## src/rtl/fc_pkg.sv

```systemverilog
// Shared types and helpers for the fully-connected input-buffer sequencer.
package fc_pkg;

    typedef enum logic [2:0] {
        LOAD,
        ISSUE,
        WAIT,
        SHIFT,
        DONE
    } fc_ibuf_state_t;

    // $clog2 that never returns 0, so a single-entry range still gets a 1-bit port.
    function automatic int clog2_min1(input int n);
        return (n <= 1) ? 1 : $clog2(n);
    endfunction

endpackage

```

## src/rtl/wrap_cnt.sv

```systemverilog
// Up-counter that wraps from MAX to 0, with synchronous clear and terminal-count flag.
module wrap_cnt
    import fc_pkg::*;
#(
    parameter int W   = 4,
    parameter int MAX = 15
) (
    input  logic         clk,
    input  logic         rst_n,
    input  logic         inc_i,
    input  logic         clr_i,
    output logic [W-1:0] cnt_o,
    output logic         tc_o
);

    localparam logic [W-1:0] MAX_V = W'(MAX);

    logic [W-1:0] cnt_q;
    logic [W-1:0] cnt_d;

    // NOTE: next-state starts from the held value so every path assigns it and no latch is inferred.
    always_comb begin
        cnt_d = cnt_q;
        if (clr_i) begin
            cnt_d = '0;
        end else if (inc_i) begin
            cnt_d = (cnt_q == MAX_V) ? '0 : cnt_q + 1'b1;
        end
    end

    // NOTE: sequential state uses non-blocking assignment so all flops update together at the edge.
    always_ff @(posedge clk or negedge rst_n) begin
        if (!rst_n) begin
            cnt_q <= '0;
        end else begin
            cnt_q <= cnt_d;
        end
    end

    assign cnt_o = cnt_q;
    assign tc_o  = (cnt_q == MAX_V);

endmodule

```

## src/rtl/fc_ibuf_ctrl.sv

```systemverilog
// Sequencer for the FC input buffer: loads FIFO_LENGTH beats, then walks every
// bit plane and address, handshaking one crossbar compute per address.
module fc_ibuf_ctrl
    import fc_pkg::*;
#(
    parameter int DATA_SIZE   = 8,
    parameter int FIFO_LENGTH = 8,
    parameter int NUM_ADDR    = 16,
    parameter int ADDR_W      = clog2_min1(NUM_ADDR)
) (
    input  logic                        clk,
    input  logic                        rst_n,
    input  logic                        i_valid,
    output logic                        o_ready,
    output logic                        o_we,
    output logic                        o_se,
    output logic [ADDR_W-1:0]           o_ibuf_addr,
    output logic                        o_xbar_start,
    input  logic                        i_xbar_done,
    output logic [$clog2(DATA_SIZE):0]  o_bit_idx,
    output logic                        o_last_bit,
    output logic                        o_busy,
    output logic                        o_done
);

    localparam int LOAD_W = clog2_min1(FIFO_LENGTH);
    localparam int BIT_W  = $clog2(DATA_SIZE) + 1;

    fc_ibuf_state_t state_q;
    logic           ready_q;
    logic           busy_q;
    logic           start_q;
    logic           se_q;
    logic           done_q;

    logic              we;
    logic              load_tc;
    logic              addr_tc;
    logic              bit_tc;
    logic [LOAD_W-1:0] load_cnt;
    logic [ADDR_W-1:0] addr_cnt;
    logic [BIT_W-1:0]  bit_cnt;
    logic              unused_load_cnt;

    assign we = i_valid & ready_q;

    // Counters advance on the same conditions the FSM uses to leave a state.
    wrap_cnt #(.W(LOAD_W), .MAX(FIFO_LENGTH - 1)) u_load_cnt (
        .clk   (clk),
        .rst_n (rst_n),
        .inc_i (we),
        .clr_i (1'b0),
        .cnt_o (load_cnt),
        .tc_o  (load_tc)
    );

    wrap_cnt #(.W(ADDR_W), .MAX(NUM_ADDR - 1)) u_addr_cnt (
        .clk   (clk),
        .rst_n (rst_n),
        .inc_i ((state_q == WAIT) & i_xbar_done),
        .clr_i (1'b0),
        .cnt_o (addr_cnt),
        .tc_o  (addr_tc)
    );

    wrap_cnt #(.W(BIT_W), .MAX(DATA_SIZE - 1)) u_bit_cnt (
        .clk   (clk),
        .rst_n (rst_n),
        .inc_i (state_q == SHIFT),
        .clr_i (state_q == DONE),
        .cnt_o (bit_cnt),
        .tc_o  (bit_tc)
    );

    // Only the terminal flag of the load counter matters; its value is not exported.
    assign unused_load_cnt = ^load_cnt;

    // Pulse outputs are registered alongside the state they belong to.
    always_ff @(posedge clk or negedge rst_n) begin
        if (!rst_n) begin
            state_q <= LOAD;
            ready_q <= 1'b0;
            busy_q  <= 1'b0;
            start_q <= 1'b0;
            se_q    <= 1'b0;
            done_q  <= 1'b0;
        end else begin
            start_q <= 1'b0;
            se_q    <= 1'b0;
            done_q  <= 1'b0;
            case (state_q)
                LOAD: begin
                    if (we && load_tc) begin
                        state_q <= ISSUE;
                        start_q <= 1'b1;
                        ready_q <= 1'b0;
                        busy_q  <= 1'b1;
                    end else begin
                        ready_q <= 1'b1;
                    end
                end
                ISSUE: begin
                    state_q <= WAIT;
                end
                WAIT: begin
                    if (i_xbar_done) begin
                        if (!addr_tc) begin
                            state_q <= ISSUE;
                            start_q <= 1'b1;
                        end else if (!bit_tc) begin
                            state_q <= SHIFT;
                            se_q    <= 1'b1;
                        end else begin
                            state_q <= DONE;
                            done_q  <= 1'b1;
                        end
                    end
                end
                SHIFT: begin
                    state_q <= ISSUE;
                    start_q <= 1'b1;
                end
                DONE: begin
                    state_q <= LOAD;
                    ready_q <= 1'b1;
                    busy_q  <= 1'b0;
                end
                default: begin
                    state_q <= LOAD;
                    ready_q <= 1'b0;
                    busy_q  <= 1'b0;
                end
            endcase
        end
    end

    assign o_ready      = ready_q;
    assign o_we         = we;
    assign o_se         = se_q;
    assign o_ibuf_addr  = addr_cnt;
    assign o_xbar_start = start_q;
    assign o_bit_idx    = bit_cnt;
    assign o_last_bit   = bit_tc;
    assign o_busy       = busy_q;
    assign o_done       = done_q;

endmodule

```

## config.mk

```make
export PLATFORM = sky130hd
export DESIGN_NAME = fc_ibuf_ctrl
export DESIGN_NICKNAME = d
export VERILOG_FILES = /design/src/rtl/fc_pkg.sv /design/src/rtl/wrap_cnt.sv /design/src/rtl/fc_ibuf_ctrl.sv
export SDC_FILE = /design/constraint.sdc
export NUM_CORES = 1
export LEC_CHECK = 0
export ABC_AREA = 0
export BUFFER_PORTS_ARGS = -buffer_cell sky130_fd_sc_hd__buf_4
export CORE_MARGIN = 2
export CORE_UTILIZATION = 25
export DETAILED_ROUTE_END_ITERATION = 10
export SYNTH_ARGS = -nofsm -noshare
export SYNTH_HDL_FRONTEND = slang
export SYNTH_SLANG_ARGS = --single-unit
```

## constraint.sdc

```tcl
create_clock -name clk -period 3.5 [get_ports clk]
set_input_delay 0.35 -clock clk [delete_from_list [all_inputs] [get_ports clk]]
set_output_delay 0.35 -clock clk [all_outputs]
set_load 0.05 [all_outputs]
```

After elaboration in Yosys (flattened, before gate mapping)
Cells that the tools add are included.
- add/subtract/negate cells: 3
- equal/unequal tests: 9
- muxes and demuxes: 26
- bitwise gates (word level): 3
- reduce and logical (&&, ||, !) cells: 6
- operators by type and width (kind ; count):
    $mux W4 ; 4
    $mux W3 ; 5
    $mux W1 ; 13
    $pmux W3 S4 ; 1
    $add A4 B1 Y4 const B ; 2
    $eq A3 B2 Y1 const B ; 2
    $eq A3 B3 Y1 const B ; 2
    $pmux W1 S3 ; 2
    $eq A4 B3 Y1 const B ; 1
    $eq A4 B4 Y1 const B ; 1
    $ne A2 B2 Y1 const B ; 2
    $reduce_and A2 Y1 ; 2
    $add A3 B1 Y3 const B ; 1
    $eq A3 B1 Y1 const B ; 1
    $logic_not A3 Y1 ; 1
    $reduce_or A3 Y1 ; 1
    $and A1 B1 Y1 ; 2
    $pmux W1 S2 ; 1
    $reduce_bool A2 Y1 ; 1
    $logic_and A1 B1 Y1 ; 1
    $not A1 Y1 ; 1
- flip-flop bits (word level): 19
- input port bits: 4
- word-level logic and storage cells: 56

Logic depth before layout (Yosys ltp)
- depth after elaboration: 5
- gate-level depth with buffers: 5
- mapped depth without buffers: 5

Modules after synthesis
From an unflattened synthesis, not the netlist that was laid out.
- cells, all modules: 87
- area total of the unflattened synthesis: 948.4 um2
- modules (own cells, without submodules) (module ; instances ; cells each ; area each (um2) ; sequential area each (um2)):
    fc_ibuf_ctrl ; 1 ; 36 ; 377.9 ; 200.2
    wrap_cnt (u_bit_cnt) ; 1 ; 19 ; 212.7 ; 100.1
    wrap_cnt (u_addr_cnt) ; 1 ; 20 ; 206.4 ; 100.1
    wrap_cnt (u_load_cnt) ; 1 ; 12 ; 151.4 ; 75.1

Worst setup path before layout
OpenSTA, ideal clock, no wires.
- kind: register -> register
- start point: reg u_bit_cnt.cnt_q[1] (netlist: u_bit_cnt.cnt_o[1])
- end point: reg state_q[1]
- library setup time: 0.120 ns
- data arrival time: 1.611 ns
- setup slack: 1.769 ns
- cell stages (with the launch flop): 6
- buffers on the path: 0
- clock period less this slack: 1.731 ns
- cell sequence: dfrtp_1 -> ha_1 -> nand3b_1 -> inv_2 -> o221a_2 -> nor3_1
- word-level cells in the longest chain between the ends: 5
- ends and longest elaborated chain (what ; RTL line ; source):
    from (decl) ; wrap_cnt.sv:18 ; logic [W-1:0] cnt_q;
    from (signal assigned) ; wrap_cnt.sv:36 ; cnt_q <= cnt_d;
    $eq A4 B3 Y1 ; wrap_cnt.sv:41 ; assign tc_o = (cnt_q == MAX_V);
    via o_last_bit ; fc_ibuf_ctrl.sv:21 ; output logic o_last_bit,
    $mux W3 ; fc_ibuf_ctrl.sv:110 ; end else if (!bit_tc) begin
    $mux W3 ; fc_ibuf_ctrl.sv:107 ; if (!addr_tc) begin
    $mux W3 ; fc_ibuf_ctrl.sv:106 ; if (i_xbar_done) begin
    $pmux W3 S4 ; fc_ibuf_ctrl.sv:91 ; case (state_q)
    to (signal assigned) ; fc_ibuf_ctrl.sv:94 ; state_q <= ISSUE;
    to (signal assigned) ; fc_ibuf_ctrl.sv:108 ; state_q <= ISSUE;
    to (signal assigned) ; fc_ibuf_ctrl.sv:111 ; state_q <= SHIFT;
    to (decl) ; fc_ibuf_ctrl.sv:29 ; fc_ibuf_state_t state_q;
The timed path passes the listed nets, and every way through them passes these cells. The select of a mux whose other input is x is not followed.
A chain may end at the register's enable or synchronous reset.

Worst setup path in the final report
- start point: reg u_bit_cnt.cnt_q[0] (netlist: u_bit_cnt.cnt_o[0])
- end point: out o_last_bit
- word-level cells in the longest chain between the ends: 1
- ends and longest elaborated chain (what ; RTL line):
    $eq A4 B3 Y1 ; wrap_cnt.sv:41
    to (decl) ; fc_ibuf_ctrl.sv:21
Every way passes these cells.

==> summary.md <==
| Metric | Value |
|---|---|
| Status | `finished clean` |
| DRC | `0` |
| # diodes | `0` |
| Met1 wire length | `744 um` |
| Initial antenna violation count | `0` |
| Vias in the first global route | `689` |
| Die width | `65.3 um` |
| Critical-path top delay cell | `dfrtp_1` |
| Clk sinks | `19` |
| Uppermost layer routed | `met4` |
| VDD IR max | `0.000270 V` |
| Final hold violation count | `0` |
| Setup slack, reg-to-reg | `1.94 ns` |
| CTS root buffer | `clkbuf_8` |
| Final period demand of the worst path | `1.79 ns` |
| Post-CTS setup buffer count | `0` |
| First-pass GRT wire length | `3060 um` |
| Fillcell total | `415` |
| Post-synth top area cell | `dfrtp_1` |
| Crit Path Class | `flip-flop to primary output` |
| Yosys cell types | `34` |
| Actual slew at the worst max-slew pin | `0.418 ns` |
| Clk buf depth | `2` |
| Die height | `65.3 um` |
| Critical Path AT | `1.44 ns` |
| PD cells | `946 nW/um2` |
| WL met3 | `87 um` |
| TritonRoute pass-1 iters | `4` |
| Final net count | `113` |
| Cell area after placement | `1100 um2` |
| Synth Area per Inst | `11.0 um2` |
| Total GRT Usage | `9.53%` |
| #FFs+latches synth | `19` |
| CTS tree | `yes` |
| Critical Path Start | `u_bit_cnt.cnt_o[0]` |
| Gate count after technology mapping | `85` |
| Peak fanout along the critical path | `5` |
| Synthesized area | `938 um2` |
| Synth Net Count | `93` |
| DR iter-0 viols | `33` |
| Post-synth top area share | `50.7%` |
| Worst slew margin | `72.1%` |
| Die area | `4260 um2` |
| Critical Path Max Stage Delay | `0.43 ns` |
| Req. time, crit path | `3.15 ns` |
| GPL Wtd Cong | `0.715` |
| Yosys warns | `0` |
| Final period utilization | `51.1%` |
| HPWL after DPL | `1340 um` |
| Total negative slack | `0 ns` |
| HP Start | `i_xbar_done` |
| Clk_lat worst skew | `0.26 ns` |
| CP Cell Sequence | `ha_1 -> nand3b_1 -> inv_2 -> buf_4` |
| RSZ-0062 raised after global routing | `no` |
| MaxCap Viol Count | `0` |
| I/O Buffers | `18` |
| Htree depth | `1` |
| Placeable core area | `3630 um2` |
| Via count | `700` |
| Wire per inst | `11.8 um` |
| Synth top area cells | `dfrtp_1, ha_1, nor4bb_4` |
| Hold WC Path Type | `input port to flip-flop` |
| CP endpoint kind | `primary output` |
| Clk pin slew, worst setup/hold paths | `0.07 ns` |
| Num rows | `22` |
| Drt via density | `4.61` |
| Layout cells sized above 1 | `26.9%` |
| Synth-to-Final Area Change | `23.1%` |
| Max Slew Vio Count | `0` |
| R2R Path Start | `state_q[1]` |
| Sequential fraction of the synthesis area | `50.7%` |
| # IOs | `19` |
| Initial Util | `25.8%` |
| Post-route cell area | `1150 um2` |
| DRT Wirelength | `1800 um` |
| Largest net degree at the start of global routing | `20` |
| Setup-failing EPs final | `0` |
| DR WL met2 | `917 um` |
| Number of buffers created by CTS | `3` |
| Fmax | `0.559 GHz` |
| LEAKAGE | `0.533 nW` |
| Clock skew | `0.00478 ns` |
| GRT overflow | `0` |
| CP Launch Type | `flip-flop` |
| Remaining antenna violation count after routing | `0` |
cells by family after synthesis:
kind of cell             after synthesis  synth area share, %
flip-flops                            19                 50.7
buffers and inverters                 10                 6.13
AND/OR/NAND/NOR                       27                 17.2
AO/OA/AOI/OAI                         19                 14.1
adder cells (fa/ha/maj)                4                 5.33
XOR/XNOR                               2                 1.87
multiplexers                           4                 4.67
Yosys cell counts:
| library cell | count |
|---|---|
| nor2b_1 | 1 |
| dfrtp_1 | 19 |
| o31ai_1 | 2 |
| buf_4 | 1 |
| buf_2 | 1 |
| nand3b_1 | 2 |
| mux2_2 | 2 |
| a21oi_1 | 2 |
| a31oi_1 | 2 |
| o221a_2 | 1 |
| inv_1 | 5 |
| nand2_1 | 6 |
| nand3_1 | 4 |
| nand2b_1 | 1 |
| a211oi_1 | 1 |
| nor4bb_4 | 1 |
| xnor2_1 | 2 |
| and2_1 | 2 |
| buf_6 | 2 |
| o211ai_2 | 1 |
| nor2_1 | 5 |
| mux2i_1 | 1 |
| a21o_1 | 2 |
| ha_1 | 4 |
| nand4_1 | 1 |
| nor4bb_1 | 1 |
| o21ai_0 | 4 |
| o21bai_1 | 1 |
| inv_2 | 1 |
| a311oi_1 | 1 |
| mux2_1 | 1 |
| or3b_1 | 1 |
| nor3_1 | 2 |
| o22ai_1 | 2 |
critical path, delay by kind of cell, from the launching register on:
kind          cells  cell delay (ns)
flops             1             0.43
buf+inv           2             0.36
fa+ha+maj         1             0.22
simple gates      1             0.18
cell usage in the layout, fill, tap and decap left out, types with 2 or more instances in the layout:
| master | instances |
|---|---|
| buf_4 | 18 |
| o22ai_1 | 2 |
| clkbuf_8 | 3 |
| o31ai_1 | 2 |
| nand2_1 | 6 |
| ha_1 | 4 |
| xnor2_1 | 2 |
| nor2_1 | 5 |
| inv_1 | 5 |
| dfrtp_1 | 19 |
| a21o_1 | 2 |
| nand3b_1 | 2 |
| mux2_2 | 2 |
| nor3_1 | 2 |
| a21oi_1 | 2 |
| a31oi_1 | 2 |
| nand3_1 | 4 |
| o21ai_0 | 4 |
| and2_1 | 2 |
registers in the layout, indices dropped and copies added (netlist names):
signal and cells:
u_addr_cnt.cnt_o 4, o_busy 1, u_load_cnt.cnt_o 3, state_q 3, o_se 1, o_xbar_start 1
o_ready 1, o_done 1, u_bit_cnt.cnt_o 4
through the flow:
stage / setup slack (ns) / instances / hold WS, ns / utilization [%] / power (mW)
global route: 1.62 / 152 / 0.434 / 31.8 / 1.17
finish: 1.71 / 152 / 0.421 / 31.8 / 1.09
global placement: 2.00 / 147 / 0.237 / 30.2 / 0.940
CTS: 1.72 / 152 / 0.420 / 31.8 / 1.11
detailed placement: 1.95 / 147 / 0.240 / 30.2 / 0.954
floorplan: 1.77 / 85 / 0.0544 / - / 0.813
worst paths after layout:
| path | end | depth (start not counted) |
|---|---|---|
| worst max-delay path | o_last_bit | 4 |
| worst min-delay path | state_q[0] | 3 |
| worst max register to register | u_addr_cnt.cnt_o[1] | 2 |
| worst min register to register | u_addr_cnt.cnt_o[3] | 1 |
| max in group asynchronous | u_addr_cnt.cnt_o[2] | 2 |
| min in group asynchronous | u_bit_cnt.cnt_o[2] | 2 |
area by class of cell:
| cell class | count | area, um2 | area share (%) |
|---|---|---|---|
| tap | 48 | 60.1 | 5.20 |
| clock buffer | 3 | 41.3 | 3.58 |
| timing repair buffer | 19 | 145 | 12.6 |
| sequential | 19 | 475 | 41.2 |
| inverter | 6 | 22.5 | 1.95 |
| multi-input combinational | 56 | 405 | 35.1 |
| clock inverter | 1 | 5.00 | 0.433 |
layer usage:
layer	vias to the layer above	GRT usage, %
met5	-	0
met4	0	6.25
met3	5	2.91
met2	14	15.8
met1	343	10.5
li1	338	-
where the power goes:
group	total (mW)	internal, mW	switching (mW)
clock network	0.150	0.0792	0.0704
registers	0.409	0.302	0.107
logic	0.534	0.202	0.332
what timing repair did:
action,in CTS,in global routing
gates resized for setup,0,0
hold buffers,1,0
hold endpoints to repair,19,0
Note: power is estimated with default switching activity, not from simulation.
